===== src/rtl/mem_wb_pkg.sv =====
// Shared definitions for the MEM stage / MEM-WB pipeline register slice.
// Holds the FSM state encoding, datapath widths and the default ack timeout.
// Pure declarations: no logic, no latency, no flow control.
package mem_wb_pkg;

  localparam int DATA_W          = 32;
  localparam int REG_W           = 5;
  localparam int CNT_W           = 8;
  localparam int ACK_TIMEOUT_DEF = 255;

  typedef enum logic {
    IDLE = 1'b0,
    WAIT = 1'b1
  } state_t;

  // Control and data carried from EX/MEM into MEM/WB (load data travels separately)
  typedef struct packed {
    logic              reg_write;
    logic              mem2reg;
    logic [REG_W-1:0]  rd_addr;
    logic [DATA_W-1:0] alu_data;
  } wb_ctl_t;

  // Wait counter increment that sticks at all-ones instead of wrapping
  function automatic logic [CNT_W-1:0] sat_inc(input logic [CNT_W-1:0] v);
    return (v == {CNT_W{1'b1}}) ? v : v + 1'b1;
  endfunction

endpackage


===== src/rtl/mem_wb_reg.sv =====
// MEM/WB pipeline register with separate load and bubble controls.
// Latency: 1 cycle from inputs to outputs.
// Backpressure: none; bubble wins over load, and clears only the write-back controls.
module mem_wb_reg
  import mem_wb_pkg::*;
(
  input  logic              clk_i,
  input  logic              rst_i,
  input  logic              i_load,
  input  logic              i_bubble,
  input  logic              i_load_mem,
  input  wb_ctl_t           i_ctl,
  input  logic [DATA_W-1:0] i_mem_data,
  output wb_ctl_t           o_ctl,
  output logic [DATA_W-1:0] o_mem_data
);

  wb_ctl_t           r_ctl;
  logic [DATA_W-1:0] r_mem_data;

  // Capture EX/MEM controls, or neutralise write-back so the slot becomes a no-op
  always_ff @(posedge clk_i or negedge rst_i) begin
    if (!rst_i) begin
      r_ctl <= '0;
    end else if (i_bubble) begin
      r_ctl.reg_write <= 1'b0;
      r_ctl.mem2reg   <= 1'b0;
    end else if (i_load) begin
      r_ctl <= i_ctl;
    end
  end

  // Load data only changes when a read completes; otherwise it keeps its last value
  always_ff @(posedge clk_i or negedge rst_i) begin
    if (!rst_i) begin
      r_mem_data <= '0;
    end else if (i_load && !i_bubble && i_load_mem) begin
      r_mem_data <= i_mem_data;
    end
  end

  assign o_ctl      = r_ctl;
  assign o_mem_data = r_mem_data;

endmodule


===== src/rtl/mem_wb_stage.sv =====
// MEM stage: issues data-memory requests, stalls upstream until ack or timeout, feeds MEM/WB.
// Latency: 1 cycle for non-memory ops, at least 2 cycles for loads/stores.
// Backpressure: stall_o holds upstream while a request is outstanding. Optional macro: MEM_ALIGN_CHECK_EN.
module mem_wb_stage
  import mem_wb_pkg::*;
#(
  parameter int ACK_TIMEOUT = ACK_TIMEOUT_DEF
) (
  input  logic              clk_i,
  input  logic              rst_i,
  input  logic              RegWrite_i,
  input  logic              MemWrite_i,
  input  logic              MemRead_i,
  input  logic              Mem2Reg_i,
  input  logic [DATA_W-1:0] ALU_data_i,
  input  logic [DATA_W-1:0] writeData_i,
  input  logic [REG_W-1:0]  RDaddr_i,
  output logic              dmem_req_o,
  output logic              dmem_we_o,
  output logic [DATA_W-1:0] dmem_addr_o,
  output logic [DATA_W-1:0] dmem_wdata_o,
  input  logic              dmem_ack_i,
  input  logic [DATA_W-1:0] dmem_rdata_i,
  output logic              stall_o,
  output logic              RegWrite_o,
  output logic              Mem2Reg_o,
  output logic [DATA_W-1:0] MemData_o,
  output logic [DATA_W-1:0] ALU_data_o,
  output logic [REG_W-1:0]  RDaddr_o,
  output logic              bus_err_o
);

  localparam logic [CNT_W-1:0] TO_LAST = CNT_W'(ACK_TIMEOUT - 1);

  state_t            r_state;
  state_t            w_next;
  logic [CNT_W-1:0]  r_cnt;
  logic              r_req;
  logic              r_we;
  logic [DATA_W-1:0] r_addr;
  logic [DATA_W-1:0] r_wdata;

  logic              w_mem_op;
  logic              w_is_read;
  logic              w_misalign;
  logic              w_stall;
  logic              w_load;
  logic              w_bubble;
  logic              w_load_mem;
  logic              w_err;
  logic              w_issue;
  logic              w_done;
  wb_ctl_t           w_ctl_in;
  wb_ctl_t           w_ctl_out;

  assign w_mem_op  = MemRead_i | MemWrite_i;
  // A simultaneous read+write request is performed as a write, so no load data returns
  assign w_is_read = MemRead_i & ~MemWrite_i;

`ifdef MEM_ALIGN_CHECK_EN
  assign w_misalign = (ALU_data_i[1:0] != 2'b00);
`else
  assign w_misalign = 1'b0;
`endif

  assign w_ctl_in.reg_write = RegWrite_i;
  assign w_ctl_in.mem2reg   = Mem2Reg_i;
  assign w_ctl_in.rd_addr   = RDaddr_i;
  assign w_ctl_in.alu_data  = ALU_data_i;

  // Next-state and per-cycle control: stall, MEM/WB load/bubble, request issue/retire, error
  always_comb begin
    w_next     = r_state;
    w_stall    = 1'b0;
    w_load     = 1'b0;
    w_bubble   = 1'b0;
    w_load_mem = 1'b0;
    w_err      = 1'b0;
    w_issue    = 1'b0;
    w_done     = 1'b0;
    case (r_state)
      IDLE: begin
        if (!w_mem_op) begin
          w_load = 1'b1;
        end else if (w_misalign) begin
          // Misaligned access is dropped on the spot; upstream moves on
          w_err    = 1'b1;
          w_bubble = 1'b1;
        end else begin
          w_stall  = 1'b1;
          w_bubble = 1'b1;
          w_issue  = 1'b1;
          w_next   = WAIT;
        end
      end
      WAIT: begin
        if (dmem_ack_i) begin
          // Ack beats timeout when both land in the same cycle
          w_load     = 1'b1;
          w_load_mem = w_is_read;
          w_done     = 1'b1;
          w_next     = IDLE;
        end else if (r_cnt == TO_LAST) begin
          w_err    = 1'b1;
          w_bubble = 1'b1;
          w_done   = 1'b1;
          w_next   = IDLE;
        end else begin
          w_stall  = 1'b1;
          w_bubble = 1'b1;
        end
      end
      default: begin
        w_next = IDLE;
      end
    endcase
  end

  // State register and wait counter; counter restarts on every entry to WAIT
  always_ff @(posedge clk_i or negedge rst_i) begin
    if (!rst_i) begin
      r_state <= IDLE;
      r_cnt   <= '0;
    end else begin
      r_state <= w_next;
      if (w_issue) begin
        r_cnt <= '0;
      end else if (r_state == WAIT) begin
        r_cnt <= sat_inc(r_cnt);
      end
    end
  end

  // Memory request fields are latched at issue and held stable until ack or abort
  always_ff @(posedge clk_i or negedge rst_i) begin
    if (!rst_i) begin
      r_req   <= 1'b0;
      r_we    <= 1'b0;
      r_addr  <= '0;
      r_wdata <= '0;
    end else if (w_issue) begin
      r_req   <= 1'b1;
      r_we    <= MemWrite_i;
      r_addr  <= ALU_data_i;
      r_wdata <= writeData_i;
    end else if (w_done) begin
      r_req <= 1'b0;
    end
  end

  mem_wb_reg u_mem_wb_reg (
    .clk_i      (clk_i),
    .rst_i      (rst_i),
    .i_load     (w_load),
    .i_bubble   (w_bubble),
    .i_load_mem (w_load_mem),
    .i_ctl      (w_ctl_in),
    .i_mem_data (dmem_rdata_i),
    .o_ctl      (w_ctl_out),
    .o_mem_data (MemData_o)
  );

  assign dmem_req_o   = r_req;
  assign dmem_we_o    = r_we;
  assign dmem_addr_o  = r_addr;
  assign dmem_wdata_o = r_wdata;
  assign stall_o      = w_stall;
  // Error pulse is forced low while reset is asserted, even if a misaligned op is presented
  assign bus_err_o    = w_err & rst_i;

  assign RegWrite_o = w_ctl_out.reg_write;
  assign Mem2Reg_o  = w_ctl_out.mem2reg;
  assign RDaddr_o   = w_ctl_out.rd_addr;
  assign ALU_data_o = w_ctl_out.alu_data;

endmodule


===== config.mk =====
export PLATFORM = sky130hd
export DESIGN_NAME = mem_wb_stage
export DESIGN_NICKNAME = d
export VERILOG_FILES = /design/src/rtl/mem_wb_pkg.sv /design/src/rtl/mem_wb_reg.sv /design/src/rtl/mem_wb_stage.sv
export SDC_FILE = /design/constraint.sdc
export NUM_CORES = 1
export LEC_CHECK = 0
export CORE_MARGIN = 2
export CORE_UTILIZATION = 40
export CTS_CLUSTER_DIAMETER = 30
export DETAILED_ROUTE_END_ITERATION = 10
export HOLD_SLACK_MARGIN = 0.12
export PLACE_DENSITY_LB_ADDON = 0.15
export SLEW_MARGIN = 20
export SYNTH_ARGS = -nofsm -noshare
export SYNTH_HDL_FRONTEND = slang
export SYNTH_SLANG_ARGS = --single-unit

===== constraint.sdc =====
create_clock -name clk_i -period 3.7 [get_ports clk_i]
set_input_delay 0.74 -clock clk_i [delete_from_list [all_inputs] [get_ports clk_i]]
set_output_delay 0.74 -clock clk_i [all_outputs]
set_load 0.05 [all_outputs]

After elaboration in Yosys (flattened, before gate mapping)
Cells that the tools add are included.
Widths: inputs -> output; s select.
Word-level totals
  register bits after elaboration: 146
  bits of input ports: 108
Cells by class
  add/sub/neg operators: 1
  equal/unequal tests: 3
  multiplexer cells: 24
  bitwise logic cells: 6
  reductions and logical operators: 8
Operators with widths (count)
  $mux 39: 1
  $mux 8: 3
  $eq 8x8->1 const B: 2
  $mux 1: 15
  $add 8x1->8 const B: 1
  $pmux 1 s2: 4
  $reduce_bool 2->1: 3
  $reduce_and 2->1: 2
  $not 1->1: 3
  $and 1x1->1: 2
  $logic_and 1x1->1: 2
  $mux 2: 1
  $ne 2x2->1 const B: 1
  $logic_not 1->1: 1
  $or 1x1->1: 1

Longest topological paths before layout
  word-level depth: 6
  depth in mapped cells: 6
  gate-level depth less buffers: 6

By module
Synthesis repeated with hierarchy kept, for this count alone.
Unflattened totals
  cell total of the unflattened synthesis: 354
  area, all modules: 6108.4 sq um
Modules (own cells, without submodules)
  mem_wb_stage: times used 1, cells an instance 201, area an instance 3339.5 sq um, seq. area each 1876.8 sq um
  mem_wb_reg: times used 1, cells an instance 153, area an instance 2768.9 sq um, seq. area each 1776.7 sq um

Worst setup path after synthesis
OpenSTA, ideal clock, no wires.
  path kind: input to output
  start: input dmem_ack_i
  end: output stall_o
  arrival: 2.016 ns
  data required time: 2.960 ns
  setup slack: 0.944 ns
  stages: 2
  cell sequence: nand2b_1 > o21ai_0
On the way
  cells in the longest elaborated chain, start to end: 2
RTL lines
  start: declaration: line mem_wb_stage.sv:22  | input logic dmem_ack_i,
  $mux 1: line mem_wb_stage.sv:97  | if (dmem_ack_i) begin
  $pmux 1 s2: line mem_wb_stage.sv:81  | case (r_state)
  end: declaration: line mem_wb_stage.sv:24  | output logic stall_o,
Every way passes these cells.

Worst setup path after layout
  start: input dmem_ack_i
  end: output bus_err_o
On the way
  cells in the longest elaborated chain, start to end: 3
RTL lines
  $mux 1: line mem_wb_stage.sv:97
  $pmux 1 s2: line mem_wb_stage.sv:81
  $and 1x1->1: line mem_wb_stage.sv:169  | assign bus_err_o = w_err & rst_i;
  end: declaration: line mem_wb_stage.sv:30  | output logic bus_err_o
Every way passes these cells.

==> results.json <==
{
  "grt_usage": 0.199,
  "vias": 4358,
  "synth_seq_cells": 146,
  "grt_pass1_wl_um": 22700,
  "yosysWarningCount": 0,
  "clk_latency_ps": 410,
  "wl_um": 14500,
  "die_width_um": 122,
  "swShare": 0.434,
  "die_h_um": 122,
  "worst_path_most_repeated_cell": "clkdlybuf4s50_1",
  "synth_ff_type": "dfrtp_1",
  "path_delay_family": "buffers and inverters",
  "synthTopCellsByCount": "nand2_1, dfrtp_1, mux2_2",
  "synth_cells": 479,
  "finalCoreUtilization": 0.641,
  "peakVddDrop_mv": 0.474,
  "synth_compound_area_frac": 0.0233,
  "cp-end-kind": "output port",
  "start_util": 0.406,
  "cp.required_ps": 2960,
  "synth_edf_count": 0,
  "p_leak_nw": 4.01,
  "reg2reg_from": "r_state",
  "skew_ps": 3.42,
  "slew_violations": 0,
  "drt-initial-drc-count": 196,
  "r2r_slack_ps": 1780,
  "powerDensity_nw_per_um2": 913,
  "syn_avg_cell_area_um2": 11.7,
  "critPathMaxStageDelay_ps": 800,
  "ant_nets": 0,
  "synth_top_area_cell": "dfrtp_1",
  "cts_root_buffer": "clkbuf_16",
  "grt_max_degree": 75,
  "clk_pin_slew_ps": 50,
  "ys_seq_area_frac": 0.653,
  "overflow": 0,
  "synth_top_area_share": 0.653,
  "antenna_found_initial": 0,
  "route.detailed.drc": 0,
  "gp_congestion": 0.816,
  "p_int_mw": 4.56,
  "cts_sinks": 146,
  "crit_path_top_delay_cell": "clkdlybuf4s50_1",
  "tns_ps": 0,
  "critPathBufInv": 2,
  "worst_slew_pin_slew_ps": 805,
  "r2r_end": "r_cnt[5]",
  "muxShareOfSynthArea": 0.141,
  "routed_via_density": 4.74,
  "syn-num-nets": 589,
  "combPwrFrac": 0.484,
  "hold_buffers": 0,
  "cts_made_buffers": 17,
  "core_um2": 13800,
  "rows": 43,
  "routedWlPerCell_um": 15.7,
  "reg2reg_depth": 4,
  "post_cts_buffers": 0,
  "synth_cell_type_count": 28,
  "netlist_area_um2": 5590,
  "finalSetupViolCount": 0,
  "areaGrowthSynthToFinish_pct": 57.9,
  "dp.final_hpwl_um": 10000,
  "switchingPower_mw": 3.50,
  "async_flop_share": 1.00,
  "worstPathCellList": "clkdlybuf4s50_1 > and2b_1 > and3_1 > clkdlybuf4s50_1",
  "ctsResizeCount": 0,
  "fin_crit_ps": 3200,
  "die_area_um2": 14900,
  "synthSimpleGateAreaFrac": 0.155,
  "hold_viol_final": 0,
  "clk_path_buf_depth": 2,
  "antennaDiodeCount": 0,
  "arrival_ps": 2460,
  "crit_fanout": 4,
  "crit_type": "primary input to output port",
  "period_share": 0.864,
  "nets": 838,
  "fmax_mhz": 313,
  "firstDrtPassIters": 6,
  "p_clk_frac": 0.215,
  "htree_num_levels": 4,
  "synth_fa_ha_area_frac": 0.00447,
  "grt_setup_unrepaired": "false",
  "ios": 247,
  "io_buffers": 246,
  "first_global_vias": 4476,
  "seqPwrFrac": 0.301,
  "synth_area_leaders": "dfrtp_1, mux2_2, nand2_1, buf_2, o21ai_0",
  "slew_headroom": 0.463,
  "layout-drive-gt1-share": 0.149,
  "synthXorXnorAreaFrac": 0,
  "cp-start-kind": "primary input",
  "cts_tree": "yes",
  "cap_viol_max_count": 0,
  "synth.most_common_cell": "nand2_1",
  "status": "finished clean",
  "synth_top_family_by_area": "simple AND/OR/NAND/NOR gates",
  "hp-class": "primary input to async pin"
}
-- area by class of cell --
cell class | instances | area [um^2]
inverters | 5 | 18.8
fillers | 1117 | 4940
flip-flops and latches | 146 | 3650
clock inverters | 9 | 129
well taps | 180 | 225
clock buffers | 22 | 474
multi-input cells | 306 | 1830
repair buffers | 252 | 2510
-- registers in the layout, indices dropped and copies added, names as in the netlist --
register	cells
dmem_we_o	1
r_state	1
dmem_req_o	1
dmem_wdata_o	32
r_cnt	8
dmem_addr_o	32
u_mem_wb_reg.o_mem_data	32
u_mem_wb_reg.o_ctl	39
-- worst max-delay path by stage --
| stage | startpoint | end | slack (ps) | cells past startpoint |
|---|---|---|---|---|
| after floorplan | dmem_ack_i | stall_o | 940 | 2 |
| after global placement | dmem_ack_i | bus_err_o | 530 | 4 |
| after detailed placement | dmem_ack_i | bus_err_o | 510 | 4 |
| after CTS | dmem_ack_i | bus_err_o | 500 | 4 |
| after global routing | dmem_ack_i | bus_err_o | 460 | 4 |
| final | dmem_ack_i | bus_err_o | 500 | 4 |
-- through the flow --
step | instance area [um^2] | total power [mW] | setup slack (ps) | std cells | hold WS (ps)
finish | 8830 | 8.06 | 504 | 920 | 207
global route | 8830 | 8.45 | 459 | 920 | 205
CTS | 8830 | 8.14 | 502 | 920 | 201
detailed placement | 8230 | 6.38 | 509 | 889 | 461
global placement | 8230 | 6.32 | 529 | 889 | 457
floorplan | 5590 | 4.94 | 944 | 479 | 444
-- cell families after synthesis --
| logic type | count (synthesis) |
|---|---|
| fa+ha+maj | 2 |
| compound gates | 19 |
| buf+inv | 27 |
| simple gates | 215 |
| mux | 70 |
| flops | 146 |
-- routing by layer --
| metal | share of wire | wire length (um) | up-vias | GRT usage |
|---|---|---|---|---|
| met5 | 0 | 0 | - | 0 |
| met1 | 0.41 | 5920 | 2123 | 0.233 |
| met3 | 0.11 | 1540 | 14 | 0.0878 |
| met4 | 0.015 | 212 | 0 | 0.0690 |
| met2 | 0.47 | 6810 | 170 | 0.325 |
| li1 | - | - | 2051 | - |
-- power by group through the flow --
stage,logic [mW],registers (mW),clock network [mW]
floorplan,0.676,4.26,0
global route,4.10,2.50,1.85
global placement,3.90,2.42,0
detailed placement,3.93,2.45,0
finish,3.91,2.42,1.73
CTS,3.94,2.43,1.77
-- layout by cell type (no fill, tap or decap) --
master	instances
o311ai_0	2
o211ai_1	1
clkdlybuf4s50_1	244
clkinv_2	3
o21ai_2	1
o21ai_0	8
o21a_1	1
a21oi_4	1
mux2i_1	1
dfrtp_1	146
and3_1	4
nand2_1	197
o21bai_1	1
buf_4	7
clkbuf_1	2
ha_1	2
o21bai_4	1
mux2_1	1
clkbuf_8	3
nand4_4	1
mux2_2	68
o31ai_1	1
or4_1	2
inv_6	1
inv_1	5
nand2b_1	1
clkinvlp_4	2
nand4_1	1
nor2_1	1
clkbuf_16	17
o41ai_1	2
nor2_4	1
nand3_1	6
and2b_1	1
buf_6	1
bufinv_16	3
Power figures use the tool's default switching activity.
